[src/rtl/decode38_pkg.sv]
// Shared types and constants for the registered 3-to-8 decoder with hold.
package decode38_pkg;

  typedef enum logic {IDLE = 1'b0, HOLD = 1'b1} dec_state_t;

  localparam logic [6:0] SEG_BLANK = 7'h7F;

  // Active-low {g,f,e,d,c,b,a}; index 7 is the leftmost entry.
  localparam logic [7:0][6:0] SEG_LUT = {
    7'b1111000, 7'b0000010, 7'b0010010, 7'b0011001,
    7'b0110000, 7'b0100100, 7'b1111001, 7'b1000000
  };

endpackage

[src/rtl/decode38_hold_seg7.sv]
// Combinational 3-bit code to active-low seven-segment lookup.
module seg7_dec
  import decode38_pkg::*;
(
  input  logic [2:0] code,
  output logic [6:0] seg
);

  assign seg = SEG_LUT[code];

endmodule

[src/rtl/decode38_hold.sv]
// Registered 3-to-8 decoder: each accepted code drives one y bit for HOLD_CYCLES
// cycles, with back-to-back reload on the final hold cycle.
module decode38_hold
  import decode38_pkg::*;
#(
  parameter int HOLD_CYCLES = 4,
  parameter int CNT_W       = $clog2(HOLD_CYCLES) + 1
) (
  input  logic       clk,
  input  logic       rst,
  input  logic       en,
  input  logic       in_valid,
  output logic       in_ready,
  input  logic [2:0] code,
  output logic [7:0] y,
  output logic       busy,
  output logic       done,
  output logic [6:0] seg
);

  localparam logic [CNT_W-1:0] CNT_LOAD = CNT_W'(HOLD_CYCLES - 1);

  dec_state_t       state, state_nxt;
  logic [CNT_W-1:0] cnt, cnt_nxt;
  logic [7:0]       y_nxt;
  logic [2:0]       code_q, code_nxt;
  logic             done_nxt;
  logic             accept;
  logic [6:0]       seg_raw;

  assign in_ready = en && ((state == IDLE) || (cnt == '0));
  assign accept   = in_valid && in_ready;
  assign busy     = (state == HOLD);

  always_ff @(posedge clk) begin
    if (rst) begin
      state  <= IDLE;
      cnt    <= '0;
      y      <= '0;
      code_q <= '0;
      done   <= 1'b0;
    end else begin
      state  <= state_nxt;
      cnt    <= cnt_nxt;
      y      <= y_nxt;
      code_q <= code_nxt;
      done   <= done_nxt;
    end
  end

  always_comb begin
    state_nxt = state;
    cnt_nxt   = cnt;
    y_nxt     = y;
    code_nxt  = code_q;
    done_nxt  = 1'b0;
    case (state)
      IDLE: begin
        if (accept) begin
          y_nxt     = 8'd1 << code;
          code_nxt  = code;
          cnt_nxt   = CNT_LOAD;
          state_nxt = HOLD;
        end
      end
      HOLD: begin
        // Dropping en aborts silently, ahead of expiry and reload.
        if (!en) begin
          y_nxt     = '0;
          cnt_nxt   = '0;
          state_nxt = IDLE;
        end else if (cnt != '0) begin
          cnt_nxt = cnt - 1'b1;
        end else begin
          done_nxt = 1'b1;
          if (accept) begin
            y_nxt    = 8'd1 << code;
            code_nxt = code;
            cnt_nxt  = CNT_LOAD;
          end else begin
            y_nxt     = '0;
            state_nxt = IDLE;
          end
        end
      end
      default: state_nxt = IDLE;
    endcase
  end

  seg7_dec u_seg (
    .code (code_q),
    .seg  (seg_raw)
  );

  assign seg = busy ? seg_raw : SEG_BLANK;

endmodule

[config.mk]
export PLATFORM = sky130hd
export DESIGN_NAME = decode38_hold
export DESIGN_NICKNAME = d
export VERILOG_FILES = /design/src/rtl/decode38_pkg.sv /design/src/rtl/decode38_hold_seg7.sv /design/src/rtl/decode38_hold.sv
export SDC_FILE = /design/constraint.sdc
export NUM_CORES = 1
export LEC_CHECK = 0
export ABC_CLOCK_PERIOD_IN_PS = 4200
export BUFFER_PORTS_ARGS = -buffer_cell sky130_fd_sc_hd__buf_2
export CAP_MARGIN = 20
export CORE_MARGIN = 4
export CORE_UTILIZATION = 40
export DETAILED_ROUTE_END_ITERATION = 10
export GPL_ROUTABILITY_DRIVEN = 0
export PLACE_DENSITY = 0.61
export SETUP_SLACK_MARGIN = 0.4
export SLEW_MARGIN = 20
export SYNTH_ARGS = -nofsm -noshare
export SYNTH_HDL_FRONTEND = slang
export SYNTH_SLANG_ARGS = --single-unit
[constraint.sdc]
create_clock -name clk -period 4.2 [get_ports clk]
set_clock_uncertainty 0.05 [all_clocks]
set_input_delay 0.84 -clock clk [delete_from_list [all_inputs] [get_ports clk]]
set_output_delay 0.84 -clock clk [all_outputs]
set_load 0.01 [all_outputs]
== Word level (Yosys, flattened, before mapping) ==
Memory sizes are Yosys's and may differ from the RTL's. A register that Yosys moved wholly into a read port is not among the register bits.
Cells that the tools add are included.
Widths: inputs -> output; s select.
Operators by class
  muxes and demuxes: 22
  add/sub/neg operators: 1
  multipliers: 0
  order comparisons: 1
  shifts and indexed selects: 1
  reduce and logical (&&, ||, !) cells: 8
  equality and inequality tests: 4
  div/mod/pow operators: 0
  bitwise gates (word level): 2
Operators by type and width (number)
  $mux 8: 4
  $mux 3: 8
  $pmux 8 s2: 1
  $mux 7: 2
  $pmux 3 s2: 2
  $shl 1x3->8 const A: 1
  $ne 2x2->1 const B: 3
  $lt 3x4->1 const B: 1
  $mux 1: 4
  $reduce_and 2->1: 2
  $logic_not 3->1: 1
  $ne 3x3->1 const B: 1
  $reduce_bool 3->1: 1
  $reduce_or 3->1: 1
  $sub 3x1->3 const B: 1
  $logic_and 1x1->1: 2
  $not 1->1: 2
  $pmux 1 s2: 1
  $logic_or 1x1->1: 1
Storage, ports and cells
  word-level logic and storage cells: 45
  bits in registers: 16
  output and inout port bits: 18
  RAM bits: 0
  bits in read-only memories: 56
  memories: 1
  bits of input ports: 7
  bits in latches: 0
Memory list
  (no name shown): words 8, width 7, rd ports 1, clocked after memory_dff 1, write ports 0, RTL line decode38_hold_seg7.sv:9  | assign seg = SEG_LUT[code];

== Logic depth before layout (Yosys ltp) ==
Gate-level depths: netlist of the first run.
  depth after elaboration: 10
  gate-level depth with buffers: 10
  depth with buffers taken out: 9

== Hierarchy ==
A second synthesis of the first run with hierarchy kept.
Second synthesis, totals
  cells, all modules: 105
  area total of the unflattened synthesis: 965.9 um^2
Modules (own cells, without submodules)
  decode38_hold: cells an instance 87, area each 822.0 um^2, instances 1, seq. area each 320.3 um^2
  seg7_dec: cells an instance 18, area each 143.9 um^2, instances 1, seq. area each 0.0 um^2

== Worst setup path before layout of the first run ==
OpenSTA, ideal clock, no wires.
  kind: in2reg
  start: input in_valid
  end: register, netlist name seg_raw[1]
  library setup time: 0.116 ns
  path slack: 1.972 ns
  cell stages on the path: 7
  path buffers: 1
  required time: 4.034 ns
  data arrival time: 2.063 ns
  cells stage by stage: nand2_1 a21oi_1 buf_4 mux2i_1 or2_1 ha_1 and2b_2
RTL lines
  start: declaration: RTL line decode38_hold.sv:12  | input logic in_valid,

== Final worst setup path of the first run ==
  start: register cnt[0]
  end: output in_ready
On the way
  word-level cells in the longest chain between the ends: 3
Ends and longest elaborated chain
  start: declaration: RTL line decode38_hold.sv:24  | logic [CNT_W-1:0] cnt, cnt_nxt;
  start signal: assignment: RTL line decode38_hold.sv:44  | cnt <= cnt_nxt;
  $logic_not 3->1: RTL line decode38_hold.sv:31  | assign in_ready = en && ((state == IDLE) || (cnt == '0));
  $logic_or 1x1->1: RTL line decode38_hold.sv:31
  $logic_and 1x1->1: RTL line decode38_hold.sv:31
  end: declaration: RTL line decode38_hold.sv:13  | output logic in_ready,
No other way between the ends.

==> results of run 1 <==
## metrics by stage
step / utilization / hold slack [ns] / setup WS, ns / area, um^2
2_1_floorplan: - / 0.385 / 1.97 / 1090
3_3_place_gp: 0.478 / 0.395 / 1.80 / 1220
3_5_place_dp: 0.478 / 0.402 / 1.73 / 1220
4_1_cts: 0.489 / 0.428 / 1.84 / 1240
5_1_grt: 0.489 / 0.449 / 1.78 / 1240
6_report: 0.489 / 0.428 / 1.85 / 1240
## kinds of logic after synthesis
family	count (synthesis)
AOI/OAI and AO/OA	21
adders and majority gates	7
and+or+nand+nor	39
DFF	23
buffers and inverters	14
muxes	6
## registers in the layout, summed over array words and instances, names as in the netlist
| signal | count |
|---|---|
| y | 8 |
| seg_raw | 7 |
| cnt | 3 |
| code_q | 3 |
| busy | 1 |
| done | 1 |
## routing by layer
layer  part of all wire  track usage  vias to the layer above
met2               0.44        0.177                       21
met5                  0            0                        -
met3              0.061       0.0259                        5
met4              0.019       0.0665                        0
met1               0.48        0.173                      379
li1                   -            -                      426
## report_power, final
group	total [mW]	switching (mW)	internal, mW
registers	0.233	0.00492	0.228
clock network	0.102	0.0665	0.0356
logic	0.0607	0.0339	0.0268
## cell type report
| class | instances | area share |
|---|---|---|
| multi-input cells | 73 | 0.448 |
| repair buffers | 25 | 0.103 |
| clock buffers | 3 | 0.0181 |
| clock inverters | 1 | 0.00402 |
| inverters | 9 | 0.0272 |
| well taps | 30 | 0.0302 |
| flip-flops and latches | 23 | 0.370 |
## worst reg2reg max path: stages (launching register included)
cell and delay, ns:
dfxtp_1 0.34, inv_1 0.08, ha_1 0.24, nand2b_4 0.07
a21oi_1 0.14, buf_4 0.19, mux2i_1 0.28, or2_1 0.20
ha_1 0.25, and2b_2 0.19
## worst max path at each step
| stage | from | endpoint | slack [ns] | cells after the start |
|---|---|---|---|---|
| 5_1_grt | cnt[0]$_SDFF_PP0_ | in_ready | 1.78 | 6 |
| 3_3_place_gp | en | seg_raw[1]$_SDFF_PP0_ | 1.80 | 8 |
| 2_1_floorplan | in_valid | seg_raw[1]$_SDFF_PP0_ | 1.97 | 7 |
| 3_5_place_dp | en | seg_raw[1]$_SDFF_PP0_ | 1.73 | 8 |
| 4_1_cts | cnt[0]$_SDFF_PP0_ | in_ready | 1.84 | 6 |
| 6_report | cnt[0]$_SDFF_PP0_ | in_ready | 1.85 | 6 |
## cell usage after synthesis (all sizes together), types with 2 or more instances
master and number:
and2 2, clkbuf 2, mux2i 5, and3 2, nor2b 4, and2b 2, a21oi 3, o21ai 2
buf 3, a32o 3, a211oi 2, ha 7, dfxtp 23, a22o 5, nand3 3, nand2b 8
nand2 2, nor2 9, inv 9, or2 2
## cell usage in the layout (no fill, tap or decap), drive strengths merged, types with 2 or more instances in the layout
| cell type | n |
|---|---|
| buf | 25 |
| dfxtp | 23 |
| inv | 9 |
| nor2 | 9 |
| nand2b | 8 |
| ha | 7 |
| mux2i | 5 |
| a22o | 5 |
| nor2b | 4 |
| a21oi | 3 |
| nand3 | 3 |
| a32o | 3 |
| clkbuf | 3 |
| nand2 | 2 |
| or2 | 2 |
| a211oi | 2 |
| o21ai | 2 |
| and2 | 2 |
| and3 | 2 |
| and2b | 2 |
==> flow_metrics.tcl, run 1 <==
set metrics [dict create \
    cts_buffers 3 \
    grt_overflow 0 \
    drv_slew 0 \
    cp_slowest_cell "dfxtp_1" \
    synth-xor-area-share 0 \
    multi_input_area_um2 557 \
    rsz0062_at_grt "no" \
    detail-route-antenna-nets 0 \
    synth_compound_area_frac 0.152 \
    r2r_cells 9 \
    cp.arrival_ns 1.46 \
    syn_to_final_growth_pct 14.3 \
    cts_hold_buf 0 \
    clkLatencyLatePin_ns 0.31 \
    fin_cells 164 \
    worstPathMaxFanout 8 \
    wirelength_um 2030 \
    critPathKind "flop to output port" \
    layout.nets 149 \
    synth-seq-area-share 0.423 \
    crit_family "flip-flops" \
    vias_per_cell 5.07 \
    dr_total_vias 831 \
    dp.cells 160 \
    finalHoldViolCount 0 \
    yosys.area.top_type "dfxtp_1" \
    initial_core_util 0.428 \
    cp_slowest_stage_delay_ns 0.37 \
    ys_ff_latch 23 \
    fp.dieW_um 60.2 \
    relSlewSlack 0.698 \
    cts_sinks 23 \
    drc 0 \
    crit_required_ns 3.31 \
    grt_pass1_vias 768 \
    grt_pass1_wl_um 3390 \
    timing.fmax_mhz 426 \
    p_per_area_nw_per_um2 318 \
    critPathBufInv 2 \
    synth_top_family_by_area "simple AND/OR/NAND/NOR gates" \
    tightest_slew_ns 0.452 \
    period_share 0.559 \
    dieArea_um2 3620 \
    die_h_um 60.2 \
    grt_max_degree 16 \
    ys_warn_count 0 \
    fin_tns_setup_ns 0 \
    p_leak_nw 0.569 \
    synth-edff-count 0 \
    ir_drop_mv 0.200 \
    start_kind "flop" \
    power_mw 0.396 \
    n_fill_cell 260 \
    fin_crit_ns 2.35 \
    dpl.hpwl_um 1560 \
    antenna_found_initial 0 \
    hold_path.class "flop to flop" \
    synthArstFlopShare 0 \
    root_buffer "clkbuf_4" \
    syn_avg_cell_area_um2 9.90 \
    rows 18 \
    pin_count 25 \
    drtIter0Drc 32 \
    htree_levels 1 \
    synth_mux_area_frac 0.0598 \
    wl_per_cell_um 12.4 \
    setup_violations 0 \
    end_kind "output port" \
    synth_nets 124 \
    netlist_area_um2 1090 \
    n_antenna_cell 0 \
    drive_gt1_frac 0.284 \
    drtPass1Iterations 5 \
    regArea_um2 460 \
    synth_ff_type "dfxtp_1" \
    coreArea_um2 2540 \
    hold_path_depth 1 \
    min-delay-start "y[6]$_SDFFE_PP0P_" \
    cts_setup_buffers 0 \
    cts_buffer_depth 2 \
    synth_fa_ha_area_frac 0.0805 \
    worst-r2r-setup-slack_ns 2.09 \
    status "finished clean" \
    cts_resized 0 \
    synth.area.top_cells "dfxtp_1, ha_1, mux2i_1, a22o_1, nand2b_1" \
    cap_violations 0 \
    r2r-start "cnt[0]$_SDFF_PP0_" \
    grt_util_all_layers 0.124 \
    min_to "y[6]$_SDFFE_PP0P_" \
    path_clk_slew_ns 0.12 \
    synthCells 110 \
    cts_tree "done" \
    r2r-end "seg_raw[1]$_SDFF_PP0_" \
    synth-simple-area-share 0.220 \
    ys_types 38 \
    io_buffers 24 \
    crit_chain "inv_1, ha_1, nand2b_4, and2_4, nor2_1, buf_2" \
    netlist.area_leader.share 0.423 \
]
(Power assumes the default switching activity.)
==> inputs of run 2 (changes only) <==
--- a/config.mk
+++ b/config.mk
@@ -5,14 +5,14 @@
 export SDC_FILE = /design/constraint.sdc
 export NUM_CORES = 1
 export LEC_CHECK = 0
-export ABC_CLOCK_PERIOD_IN_PS = 4200
+export ABC_CLOCK_PERIOD_IN_PS = 2050
 export BUFFER_PORTS_ARGS = -buffer_cell sky130_fd_sc_hd__buf_2
 export CAP_MARGIN = 20
 export CORE_MARGIN = 4
 export CORE_UTILIZATION = 40
 export DETAILED_ROUTE_END_ITERATION = 10
 export GPL_ROUTABILITY_DRIVEN = 0
-export PLACE_DENSITY = 0.61
+export PLACE_DENSITY = 0.64
 export SETUP_SLACK_MARGIN = 0.4
 export SLEW_MARGIN = 20
 export SYNTH_ARGS = -nofsm -noshare
==> constraint.sdc (replaced) <==
create_clock -name clk -period 2.05 [get_ports clk]
set_clock_uncertainty 0.05 [all_clocks]
set_input_delay 0.41 -clock clk [delete_from_list [all_inputs] [get_ports clk]]
set_output_delay 0.41 -clock clk [all_outputs]
set_load 0.01 [all_outputs]
==> run 2 against run 1 <==
  * Via count is 7.1% higher
  * Sequential power is 100% higher
  * Wire length is 14% higher
  * First-iteration DRC count is 28% lower
  * Largest cell class unchanged
==> flow_metrics.tcl, run 2 (synthesized netlist as in run 1, its figures left out) <==
set metrics [dict create \
    postPlaceCellArea_um2 1270 \
    syn_to_final_growth_pct 29.4 \
    vias_per_cell 5.14 \
    cts_tree "done" \
    drtPass1Iterations 4 \
    cts_sinks 23 \
    cap_violations 0 \
    cts_buffer_depth 2 \
    p_per_area_nw_per_um2 600 \
    die_h_um 60.2 \
    fin_crit_ns 1.92 \
    dpl.hpwl_um 1640 \
    drv_slew 0 \
    drc 0 \
    crit_required_ns 2.19 \
    grt_util_all_layers 0.143 \
    hold_ws_ns 0.330 \
    timing.fmax_mhz 522 \
    period_share 0.935 \
    dieArea_um2 3620 \
    finalHoldViolCount 0 \
    pin_count 25 \
    cp.arrival_ns 2.06 \
    start_kind "flop" \
    layout_commonest_cell "buf_2" \
    fp.dieW_um 60.2 \
    ir_drop_mv 0.497 \
    critPathKind "flop to flop" \
    wl_per_cell_um 13.3 \
    p_leak_nw 0.617 \
    hold_path.class "primary input to flop" \
    worstPathMaxFanout 4 \
    relSlewSlack 0.731 \
    fin_ws_ns 0.133 \
    cts_hold_buf 0 \
    cts_buffers 3 \
    detail-route-antenna-nets 0 \
    io_buffers 24 \
    grt_pass1_wl_um 4030 \
    drive_gt1_frac 0.441 \
    tightest_slew_ns 0.402 \
    status "finished clean" \
    wirelength_um 2300 \
    grt_max_degree 16 \
    fin_area_um2 1410 \
    top_register "y" \
    end_kind "flop" \
    final_cell_mix "buf_2, dfxtp_1, buf_4" \
    n_antenna_cell 0 \
    antenna_found_initial 0 \
    pre_cts_ws_ns 0.0411 \
    coreArea_um2 2540 \
    largest_register_ffs 8 \
    layout.nets 158 \
    dr_total_vias 890 \
    fin_tns_setup_ns 0 \
    path_clk_slew_ns 0.12 \
    grt_overflow 0 \
    drtIter0Drc 23 \
    grt_pass1_vias 922 \
    initial_core_util 0.428 \
    rows 18 \
    clkLatencyLatePin_ns 0.29 \
    setup_violations 0 \
    htree_levels 1 \
    rsz0062_at_grt "yes" \
    root_buffer "clkbuf_4" \
]
run 2: cell types whose count changed in the layout (fill, tap and decap cells not counted), sizes merged:
cell and delta:
buf +9, clkbuf +1, clkinv -1
run 2: worst max-delay path, stage by stage, from the launching register on:
cell and delay, ns:
dfxtp_2 0.35, inv_2 0.07, ha_4 0.15, nand2b_4 0.07, a21oi_4 0.20, mux2i_2 0.30, buf_4 0.17, nor2_4 0.04
ha_4 0.16, mux2_4 0.25
run 2: report_power, final:
group / leakage (nW) / internal, mW / switching (mW)
registers: 0.188 / 0.468 / 0.00858
logic: 0.414 / 0.0811 / 0.0887
clock network: 0.0150 / 0.0755 / 0.124
run 2: worst paths after layout:
kind,startpoint,to,slack (ns),cells past startpoint
worst max-delay path,cnt[1]$_SDFF_PP0_,seg_raw[0]$_DFF_P_,0.13,9
worst min-delay path,in_valid,busy$_SDFF_PP0_,0.33,2
worst max register to register,cnt[1]$_SDFF_PP0_,seg_raw[0]$_DFF_P_,0.13,9
worst min register to register,y[7]$_SDFFE_PP0P_,y[7]$_SDFFE_PP0P_,0.43,1
run 2: what timing repair did:
action / in CTS / in global routing
endpoints found under the setup margin: 7 / 8
gates resized for setup: 7 / 7
setup buffers: 5 / 1
pin swaps: 6 / 3
run 2: layout make-up:
| cell class | count | area, um^2 |
|---|---|---|
| tap | 30 | 37.5 |
| inverter | 9 | 33.8 |
| sequential | 23 | 463 |
| clock buffer | 4 | 26.3 |
| fill | 230 | 1140 |
| multi-input combinational | 73 | 649 |
| timing repair buffer | 34 | 199 |
run 2: routing by layer:
metal | routed length, um | vias to the layer above | global-route usage
li1 | - | 451 | -
met1 | 1040 | 426 | 0.183
met2 | 1160 | 11 | 0.253
met3 | 81 | 2 | 0.0281
met4 | 15 | 0 | 0.0190
met5 | 0 | - | 0
run 2: stage by stage:
stage          instances  power (mW)   util
3_3_place_gp         163       0.627  0.498
3_5_place_dp         163       0.628  0.498
2_1_floorplan        110       0.586      -
4_1_cts              172       0.849  0.535
6_report             173       0.846  0.554
5_1_grt              173       0.897  0.554
